## src/rtl/seg7_scan_ctrl.sv

```systemverilog
// seg7_scan_ctrl: multiplexed 7-segment scan controller with frame-synchronous double-buffered display data
module seg7_scan_ctrl #(
    parameter int NUM_DIGITS   = 8,
    parameter int REFRESH_DIV  = 50000,
    parameter int BLANK_CYCLES = 100
) (
    input  logic                    clk,
    input  logic                    rst_n,
    input  logic                    enable,
    input  logic                    lzb_en,
    input  logic                    load_valid,
    output logic                    load_ready,
    input  logic [4*NUM_DIGITS-1:0] load_data,
    input  logic [NUM_DIGITS-1:0]   load_dp,
    output logic [3:0]              digit_code,
    output logic                    dp_n,
    output logic [NUM_DIGITS-1:0]   an_n,
    output logic                    frame_done
);
    localparam int MAX_CNT = (REFRESH_DIV > BLANK_CYCLES) ? REFRESH_DIV : BLANK_CYCLES;
    localparam int CW = $clog2(MAX_CNT + 1);
    localparam int IW = $clog2(NUM_DIGITS);
    localparam logic [CW-1:0] SHOW_LAST = CW'(REFRESH_DIV - 1);
    localparam logic [CW-1:0] BLANK_LAST = CW'((BLANK_CYCLES > 0) ? BLANK_CYCLES - 1 : 0);
    localparam logic [IW-1:0] IDX_LAST = IW'(NUM_DIGITS - 1);

    typedef enum logic {BLANK, SHOW} state_t;

    state_t                  state, state_nx;
    logic [CW-1:0]           cnt, cnt_nx;
    logic [IW-1:0]           idx, idx_nx;
    logic [4*NUM_DIGITS-1:0] active, shadow, active_nx;
    logic [NUM_DIGITS-1:0]   active_dp, shadow_dp, active_dp_nx;
    logic                    wrap, accept, lead_zero, suppress, lit;
    logic [3:0]              code_nx;

    // next scan position, frame-boundary commit, and the view of the slot about to be driven
    always_comb begin
        state_nx = state;
        cnt_nx = cnt + 1'b1;
        idx_nx = idx;
        wrap = 1'b0;
        if (state == BLANK) begin
            if (cnt == BLANK_LAST) begin
                state_nx = SHOW;
                cnt_nx = '0;
            end
        end else if (cnt == SHOW_LAST) begin
            state_nx = (BLANK_CYCLES == 0) ? SHOW : BLANK;
            cnt_nx = '0;
            wrap = (idx == IDX_LAST);
            idx_nx = wrap ? '0 : idx + 1'b1;
        end
        accept = load_valid && load_ready;
        active_nx = (wrap && !load_ready) ? shadow : active;
        active_dp_nx = (wrap && !load_ready) ? shadow_dp : active_dp;
        code_nx = active_nx[4*idx_nx +: 4];
        lead_zero = lzb_en && (idx_nx != '0);
        for (int i = 0; i < NUM_DIGITS; i++)
            if (i >= int'(idx_nx) && (active_nx[4*i +: 4] != 4'd0 || active_dp_nx[i]))
                lead_zero = 1'b0;
        suppress = !enable || (code_nx > 4'd9) || lead_zero;
        lit = (state_nx == SHOW) && !suppress;
    end

    // scan FSM, handshake, data buffers and registered display outputs, all updated together
    always_ff @(posedge clk or negedge rst_n) begin
        if (!rst_n) begin
            state <= BLANK;
            cnt <= '0;
            idx <= '0;
            active <= '0;
            active_dp <= '0;
            shadow <= '0;
            shadow_dp <= '0;
            load_ready <= 1'b1;
            an_n <= '1;
            digit_code <= 4'd0;
            dp_n <= 1'b1;
            frame_done <= 1'b0;
        end else begin
            state <= state_nx;
            cnt <= cnt_nx;
            idx <= idx_nx;
            active <= active_nx;
            active_dp <= active_dp_nx;
            if (accept) begin
                shadow <= load_data;
                shadow_dp <= load_dp;
            end
            load_ready <= accept ? 1'b0 : (wrap ? 1'b1 : load_ready);
            an_n <= lit ? ~(NUM_DIGITS'(1) << idx_nx) : '1;
            digit_code <= code_nx;
            dp_n <= !(lit && active_dp_nx[idx_nx]);
            frame_done <= wrap;
        end
    end
endmodule
```

## config.mk

```make
export PLATFORM = sky130hd
export DESIGN_NAME = seg7_scan_ctrl
export DESIGN_NICKNAME = d
export VERILOG_FILES = /design/src/rtl/seg7_scan_ctrl.sv
export SDC_FILE = /design/constraint.sdc
export NUM_CORES = 1
export LEC_CHECK = 0
export CORE_ASPECT_RATIO = 0.6
export CORE_MARGIN = 10
export CORE_UTILIZATION = 44
export CTS_CLUSTER_SIZE = 20
export DETAILED_ROUTE_END_ITERATION = 7
export PLACE_DENSITY_LB_ADDON = 0.25
export SYNTH_ARGS = -nofsm -noshare
export SYNTH_HDL_FRONTEND = slang
export SYNTH_SLANG_ARGS = --single-unit
```

## constraint.sdc

```tcl
create_clock -name clk -period 9.1 [get_ports clk]
set_clock_uncertainty 0.2 [all_clocks]
set_input_delay 1.82 -clock clk [delete_from_list [all_inputs] [get_ports clk]]
set_output_delay 1.82 -clock clk [all_outputs]
set_load 0.02 [all_outputs]
```

==> metrics.txt <==
status=completed; crit end category=flop; Syn. warnings=0; largest net degree at the start of global routing=64; share of the synthesized area in the top cell type=0.501; setup TNS=0 ns; Slew headroom=0.367; GRT Util Overall=0.159; First DRT Iteration DRCs=223; share of cells above drive strength 1=0.188; DRT Pass-1 Iters=4; die area=approximately 0.017 mm2; count of cell types in the netlist=47; # Post-CTS Setup Buffers=0; number of port buffers=59; crit path max fanout=11; vias=3983; Fin. Hold Viols=0; CTS H-tree lvls=4; cts hold-fix bufs=0; vias in the first global route=approximately 4000; Setup Viol. Count Final=0; Main synth FF type=dfrtp_1; ANT cells=0; Non-Filler Instances=728; drc violations=0; Synthesized Nets=between 500 and 600; Worst setup SP type=flop; Post-synth EDFFs=0; Seq/Total Area, Yosys=0.551; Pleak=3.15 nW; I/O Pins=60; Initial Utilization=0.457; Place WS=4.84 ns; ANT nets after route=0; DPL Wire Length=9570 um; area leader, netlist=dfrtp_1; max_cap viols=0; Row Count=30; Cell Area, Synth=0.00525 mm2; Syn Inst Count=493; DRT Wirelength=13300 um; gpl congestion=0.891; core area=0.0115 mm2; max frequency=about 230 MHz; Worst R2R Start=cnt[0]; crit path from=cnt[0]; Hold Slack=0.258 ns; RSZ-0062 raised after global routing=false; FF-to-FF End=an_n[0]; CTS max path bufs=2; Num CTS Buffers=17; min-delay worst type=reg -> reg; Seq cells post-synth=roughly 120; Design Power=1.32 mW; async set-or-reset flop fraction in the synthesized netlist=1.00; Area Growth Syn to Fin=25.7%; Chip Width=between 150 and 200 um; Pwr Density=200 mW/mm2; Worst setup endpoint=an_n[0]; syn_area_per_cell=around 11 um2; CTS clock-pin slew for the worst setup and hold paths=around 0.050 ns; Final min period=approximately 4.3 ns; PostCTS Resize Cnt=0; Max Transition Viols Final=0; Worst Reg2Reg Path Length in Cells=11; WP data arrival=4.38 ns; Via density=5.47; VDD IR max=roughly 0.00012 V; Clock Sinks=115; Synth area leaders=dfrtp_1 50%, mux2_2 11%, nand2_1 7.9%; clock latency at the later pin of the worst-skew pair=0.41 ns; Final #Nets=between 600 and 700; Reg2Reg Setup Slack=about 4.8 ns; CTS tree=yes; Tcrit/Tclk final=0.473; die height=roughly 100 um; total gr overflow=0; final worst slack=~4.8 ns; Clk Tree Root Cell=clkbuf_16; initial antenna violation count=0; Setup CP Type=reg -> reg; Worst-Margin Slew=0.950 ns; drt wl/cell=18.3 um; WP data required=9.18 ns; Inst Count DP=around 700; first-pass GRT wire length=21500 um
-- how the worst min path moves through the flow --
stage	startpoint	endpoint	slack, ns	cells after the start
2_1_floorplan	cnt[0]	cnt[0]	0.23	1
3_3_place_gp	cnt[0]	cnt[0]	0.24	1
6_report	cnt[0]	cnt[0]	0.26	1
3_5_place_dp	cnt[0]	cnt[0]	0.25	1
4_1_cts	cnt[0]	cnt[0]	0.26	1
5_1_grt	cnt[0]	cnt[0]	0.29	1
-- cells in the mapped netlist (all sizes together) (6+ instances only) --
master  count
buf         8
o21ai       9
inv        11
mux2i      12
nor2       28
nor3       11
nor4        7
dfstp      10
nand2b      6
mux2       53
a21oi      16
dfrtp     105
xnor2       9
nand2     113
clkbuf     12
nand3      20
and3        8
or4        13
-- logic make-up (layout without fill, tap and decap cells) --
family,Yosys count,in the layout,share of synthesized area
mux,65,65,0.137
xor+xnor,14,14,0.0234
compound gates,49,49,0.0605
fa+ha+maj,3,3,0.00715
flops,115,115,0.551
buf+inv,31,106,0.0293
simple gates,216,216,0.192
-- cell usage in the layout, fill, tap and decap left out, types with 9 or more instances in the layout --
cell,instances
a21oi_1,16
clkbuf_16,17
clkdlybuf4s50_1,58
dfrtp_1,105
dfstp_2,10
inv_1,10
mux2_2,53
mux2i_1,12
nand2_1,111
nand3_1,20
nor2_1,28
nor3_1,10
or4_1,12
xnor2_1,9
-- flip-flops by register name, summed over array words and instances (netlist names) --
name,flops
active,32
shadow,32
cnt,16
active_dp,8
an_n,8
shadow_dp,8
digit_code,4
idx,3
dp_n,1
frame_done,1
load_ready,1
state,1
-- critical path: stages, from the launching register on --
cell     delay (ns)
dfrtp_1        0.36
ha_1           0.24
nand3_1        0.12
or4_4          0.59
nor2_1         0.62
mux2i_1        0.77
inv_2          0.26
mux2i_1        0.21
a21oi_1        0.08
o32a_1         0.35
a21bo_4        0.27
nand3_1        0.10
-- through the flow --
stage | area (um2) | utilization
after floorplan | 5250 | -
after global placement | 5960 | 0.519
after detailed placement | 5960 | 0.519
after CTS | 6600 | 0.575
after global routing | 6600 | 0.575
final | 6600 | 0.575
-- area by class of cell --
cell class	instances	area [um2]
clock inverters	9	150
well taps	160	200
clock buffers	23	488
flip-flops and latches	115	2890
repair buffers	63	618
fillers	954	4890
multi-input cells	347	2210
inverters	11	41.3
-- per-layer routing --
metal  vias to the layer above  GRT usage  wire length, um
met3                        16     0.0525              867
met5                         -          0                0
met1                      2010      0.231             6750
met2                       121      0.218             5580
li1                       1836          -                -
met4                         0     0.0479              121
-- report_power, final --
part	total (mW)	switching [mW]	internal (mW)
Clock	0.718	0.232	0.486
Sequential	0.551	0.0175	0.533
Combinational	0.0546	0.0205	0.0341
Total	1.32	0.270	1.05
(Power assumes the default switching activity.)
==> variant 1: new RTL, config.mk and constraints unchanged <==
Remove the register `digit_code`: a continuous assignment takes its place, so the output `digit_code` follows one clock earlier.
--- a/src/rtl/seg7_scan_ctrl.sv
+++ b/src/rtl/seg7_scan_ctrl.sv
@@ -75,7 +75,6 @@
             shadow_dp <= '0;
             load_ready <= 1'b1;
             an_n <= '1;
-            digit_code <= 4'd0;
             dp_n <= 1'b1;
             frame_done <= 1'b0;
         end else begin
@@ -90,9 +89,10 @@
             end
             load_ready <= accept ? 1'b0 : (wrap ? 1'b1 : load_ready);
             an_n <= lit ? ~(NUM_DIGITS'(1) << idx_nx) : '1;
-            digit_code <= code_nx;
             dp_n <= !(lit && active_dp_nx[idx_nx]);
             frame_done <= wrap;
         end
     end
+
+    assign digit_code = code_nx;
 endmodule
Behaviour: same outputs for any inputs over 10 cycles, from zero or initial values and one cycle with rst_n low; that may be too few to reach the edited logic, so the function may still have changed.
==> variant 1 against the original RTL <==
- wire length shrank 5.8%
- area after synthesis is 1.9% lower
- setup slack got worse by 2300 ps
- design area is 6.4% lower
- sequential cell count shrank 4
- non-clock buffer count unchanged
- hold slack improved by 4.3 ps
- total power down 25%
- count of clock-buffer cells in the layout shrank 13
- critical path depth is the same
- combinational power about the same
- critical endpoint is now digit_code[0]
- largest power group is now registers
- highest routed layer unchanged
==> variant 1: results <==
export IMPL_critPathKind="flip-flop to primary output"
export IMPL_wl_per_cell_um=17.71
export IMPL_holdCritStartpoint="cnt[0]$_DFF_PN0_"
export IMPL_crit_arrival_ps=4540
export IMPL_gp_congestion=0.9432
export IMPL_synth_area_top_cells="dfrtp_1 49%, mux2_2 12%, nand2_1 8.1%"
export IMPL_rr_startpoint="cnt[0]$_DFF_PN0_"
export IMPL_final_layout_size_suffix_gt1_frac=0.1697
export IMPL_p_leak_nw=2.937
export IMPL_clockBufferDepth=2
export IMPL_ir_drop_mv=0.1124
export IMPL_grt_usage=0.1540
export IMPL_tightest_slew_ps=1213
export IMPL_path_clk_slew_ps=70
export IMPL_h_tree_depth=3
export IMPL_cts_root_buffer="clkbuf_16"
export IMPL_synth_area_mux_share=0.1392
export IMPL_cts_setup_buffers=0
export IMPL_clk_insertion_delay_late_ps=350
export IMPL_path_max_fanout=11
export IMPL_grt_first_pass_wirelength_um=20770
export IMPL_dp_hpwl_um=9354
export IMPL_diodes=0
export IMPL_portBuffers=59
export IMPL_synth_xor_area_share=0.02382
export IMPL_first_pass_iters=5
export IMPL_antenna_found_initial=0
export IMPL_async_flop_share=1.000
export IMPL_grt_max_degree=71
export IMPL_syn_num_nets=537
export IMPL_synth_compound_area_share=0.06173
export IMPL_yosysSeqAreaShare=0.5419
export IMPL_drt_iter0_markers=407
export IMPL_reg_top3="active x32, shadow x32, cnt x16"
export IMPL_nNetsFinal=591
export IMPL_synthDistinctLibCells=47
export IMPL_ys_warn_count=0
export IMPL_cts_resized=0
export IMPL_num_vias=3787
export IMPL_hold_path_class="flip-flop to flip-flop"
export IMPL_synth_commonest_cells="111 x nand2_1, 101 x dfrtp_1, 53 x mux2_2"
export IMPL_synthAdderAreaFrac=0.007290
export IMPL_status="completed"
export IMPL_cts_made_buffers=9
## variant 1: logic make-up (layout without fill, tap and decap cells)
kind of cell / Yosys count / count (layout)
AOI/OAI and AO/OA: 49 / 49
xor gates and xnor gates: 14 / 14
adders and majority gates: 3 / 3
buffers and inverters: 31 / 90
DFF: 111 / 111
muxes: 65 / 65
and+or+nand+nor: 216 / 216
## variant 1: cell type report
cell class                      instances  area [um^2]
Fill cell                            1013         5199
Inverter                               11        41.29
Multi-Input combinational cell        347         2211
Tap cell                              160        200.2
Clock inverter                          6        75.07
Clock buffer                           10        239.0
Sequential cell                       111         2790
Timing Repair Buffer                   63        618.1
## variant 1: where the power goes
part	internal [W]	leakage, nW	switching (W)	total (W)
Clock	0.000226	0.152	0.000186	0.000411
Combinational	0.0000341	1.35	0.0000203	0.0000544
Sequential	0.000514	1.44	0.0000169	0.000531
Total	0.000774	2.94	0.000223	0.000996
## variant 1: worst max-delay path, stage by stage, from the launching register on
cell and delay (ps):
dfrtp_1 370, ha_1 230, nand3_1 130, or4_4 580, nor2_1 620, mux2i_1 750, inv_2 260, a21oi_1 180
a21oi_1 60, o21a_1 170, o21ai_0 200, clkdlybuf4s50_1 650
## variant 1: worst paths after layout
kind | endpoint | slack [ps] | cells after the start
worst max register to register | an_n[0]$_DFF_PN1_ | 4780 | 11
worst max-delay path | digit_code[0] | 2540 | 11
worst min register to register | cnt[0]$_DFF_PN0_ | 260 | 1
worst min-delay path | cnt[0]$_DFF_PN0_ | 260 | 1
min in group asynchronous | shadow[14]$_DFFE_PN0P_ | 1250 | 1
max in group asynchronous | cnt[9]$_DFF_PN0_ | 6180 | 2
## variant 1: stage by stage
| step | setup slack [ps] | cell area, um^2 | power (W) | util | instances |
|---|---|---|---|---|---|
| after CTS | 2583 | 6175 | 0.001008 | 0.5429 | 708 |
| after global routing | 2194 | 6175 | 0.001035 | 0.5429 | 708 |
| final | 2539 | 6175 | 0.0009964 | 0.5429 | 708 |
| after floorplan | 4177 | 5149 | 0.0005558 | - | 489 |
| after detailed placement | 2970 | 5861 | 0.0005957 | 0.5153 | 692 |
| after global placement | 3139 | 5861 | 0.0005929 | 0.5153 | 692 |
## variant 1: metal layers
layer,GRT usage,wire length [um],vias to the layer above,part of all wire
met3,0.04150,802,10,0.064
met1,0.2417,6622,1826,0.53
li1,-,-,1806,-
met4,0.03689,126,0,0.010
met2,0.1989,4990,145,0.40
met5,0,0,-,0
==> variant 2: new RTL, same settings <==
Without the edit above. The parameter `BLANK_CYCLES` goes from 100 to 150.
--- a/src/rtl/seg7_scan_ctrl.sv
+++ b/src/rtl/seg7_scan_ctrl.sv
@@ -2,7 +2,7 @@
 module seg7_scan_ctrl #(
     parameter int NUM_DIGITS   = 8,
     parameter int REFRESH_DIV  = 50000,
-    parameter int BLANK_CYCLES = 100
+    parameter int BLANK_CYCLES = 150
 ) (
     input  logic                    clk,
     input  logic                    rst_n,
Function: no difference found for any inputs over 10 cycles, from zero or initial values and one cycle with rst_n low; that may be too few to reach the edited logic, so the function may still have changed.
==> variant 2 against the original RTL <==
- sequential cell count unchanged
- via count is 3.2% lower
- core utilization decreased by 0.34 points
- design area is essentially flat
- total power down 7.1%
- setup slack better by 280 ps
- area after synthesis up 1.1%
- global-route usage increased by 0.38 points
- non-clock buffer count down 2
- wire length down 0.41%
- critical path type unchanged
- critical endpoint is now an_n[6]$_DFF_PN1_
- largest cell class unchanged
- largest power group unchanged
==> variant 2: results <==
export IMPL_dp_hpwl_um=9570
export IMPL_nNetsFinal=588
export IMPL_grt_max_degree=72
export IMPL_wl_met3_um=963
export IMPL_synth_compound_area_share=0.06222
export IMPL_avgSynthCellArea_um2=11.22
export IMPL_yosysSeqAreaShare=0.5444
export IMPL_max_slew_margin=0.2090
export IMPL_drt_total_wl_um=13270
export IMPL_holdCritStartpoint="active[2]$_DFF_PN0_"
export IMPL_use_met2=0.2117
export IMPL_synth_area_mux_share=0.1579
export IMPL_holdPathEnd="active[2]$_DFF_PN0_"
export IMPL_nClkBuffers=21
export IMPL_synthAdderAreaFrac=0.009427
export IMPL_hold_path_class="flip-flop to flip-flop"
export IMPL_p_seq_w=0.000553
export IMPL_n_fill_cell=967
export IMPL_hold_depth=2
export IMPL_final_layout_size_suffix_gt1_frac=0.2178
export IMPL_highest_layer="met4"
export IMPL_cts_root_buffer="clkbuf_16"
export IMPL_holdWs_ps=271.7
export IMPL_synth_area_top_cells="dfrtp_1 49%, mux2_2 13%, nand2_1 5.3%"
export IMPL_crit_arrival_ps=4110
export IMPL_grt_usage=0.1630
export IMPL_synthCells=473
export IMPL_path_max_fanout=12
export IMPL_synth_xor_area_share=0.02310
export IMPL_grt_pass1_vias=3965
export IMPL_finalPower_w=0.001229
export IMPL_buffers_excl_clock=61
export IMPL_num_vias=3857
export IMPL_routed_via_density=5.425
export IMPL_ir_drop_mv=0.1397
export IMPL_nMultiInputCombCells=333
export IMPL_p_int_w=0.0009589
export IMPL_cts_setup_buffers=0
export IMPL_synthDistinctLibCells=59
export IMPL_dpl_cell_count=680
export IMPL_grt_first_pass_wirelength_um=22070
export IMPL_drt_iter0_markers=269
export IMPL_routed_wl_met2_um=5309
export IMPL_rr_startpoint="cnt[11]$_DFF_PN0_"
export IMPL_first_pass_iters=5
export IMPL_gp_congestion=0.9045
export IMPL_status="completed"
export IMPL_grt_util_met3=0.05525
export IMPL_globalRouteMet1Util=0.2451
export IMPL_clockPowerShare=0.506
export IMPL_met1_length_um=6871
export IMPL_clock_area_frac=0.08395
export IMPL_r2r_end="an_n[6]$_DFF_PN1_"
export IMPL_dp_slack_ps=5163
export IMPL_syn_num_nets=522
export IMPL_r2r_cells=9
variant 2: worst max-delay path by stage:
stage / startpoint / end / slack [ps] / depth (start not counted)
after detailed placement: cnt[11]$_DFF_PN0_ / an_n[6]$_DFF_PN1_ / 5160 / 9
after CTS: cnt[11]$_DFF_PN0_ / an_n[6]$_DFF_PN1_ / 5140 / 9
final: cnt[11]$_DFF_PN0_ / an_n[6]$_DFF_PN1_ / 5080 / 9
after global routing: cnt[11]$_DFF_PN0_ / an_n[3]$_DFF_PN1_ / 4810 / 9
after floorplan: cnt[11]$_DFF_PN0_ / an_n[2]$_DFF_PN1_ / 5990 / 8
after global placement: cnt[11]$_DFF_PN0_ / an_n[6]$_DFF_PN1_ / 5310 / 7
variant 2: critical path, stage by stage (launching register included):
cell and delay (ps):
dfrtp_1 430, or4_4 590, nor3_4 430, a21boi_0 280, nor2_1 730, inv_2 200, o21ai_0 210, a21oi_1 100
o221ai_1 530, nand4_1 190
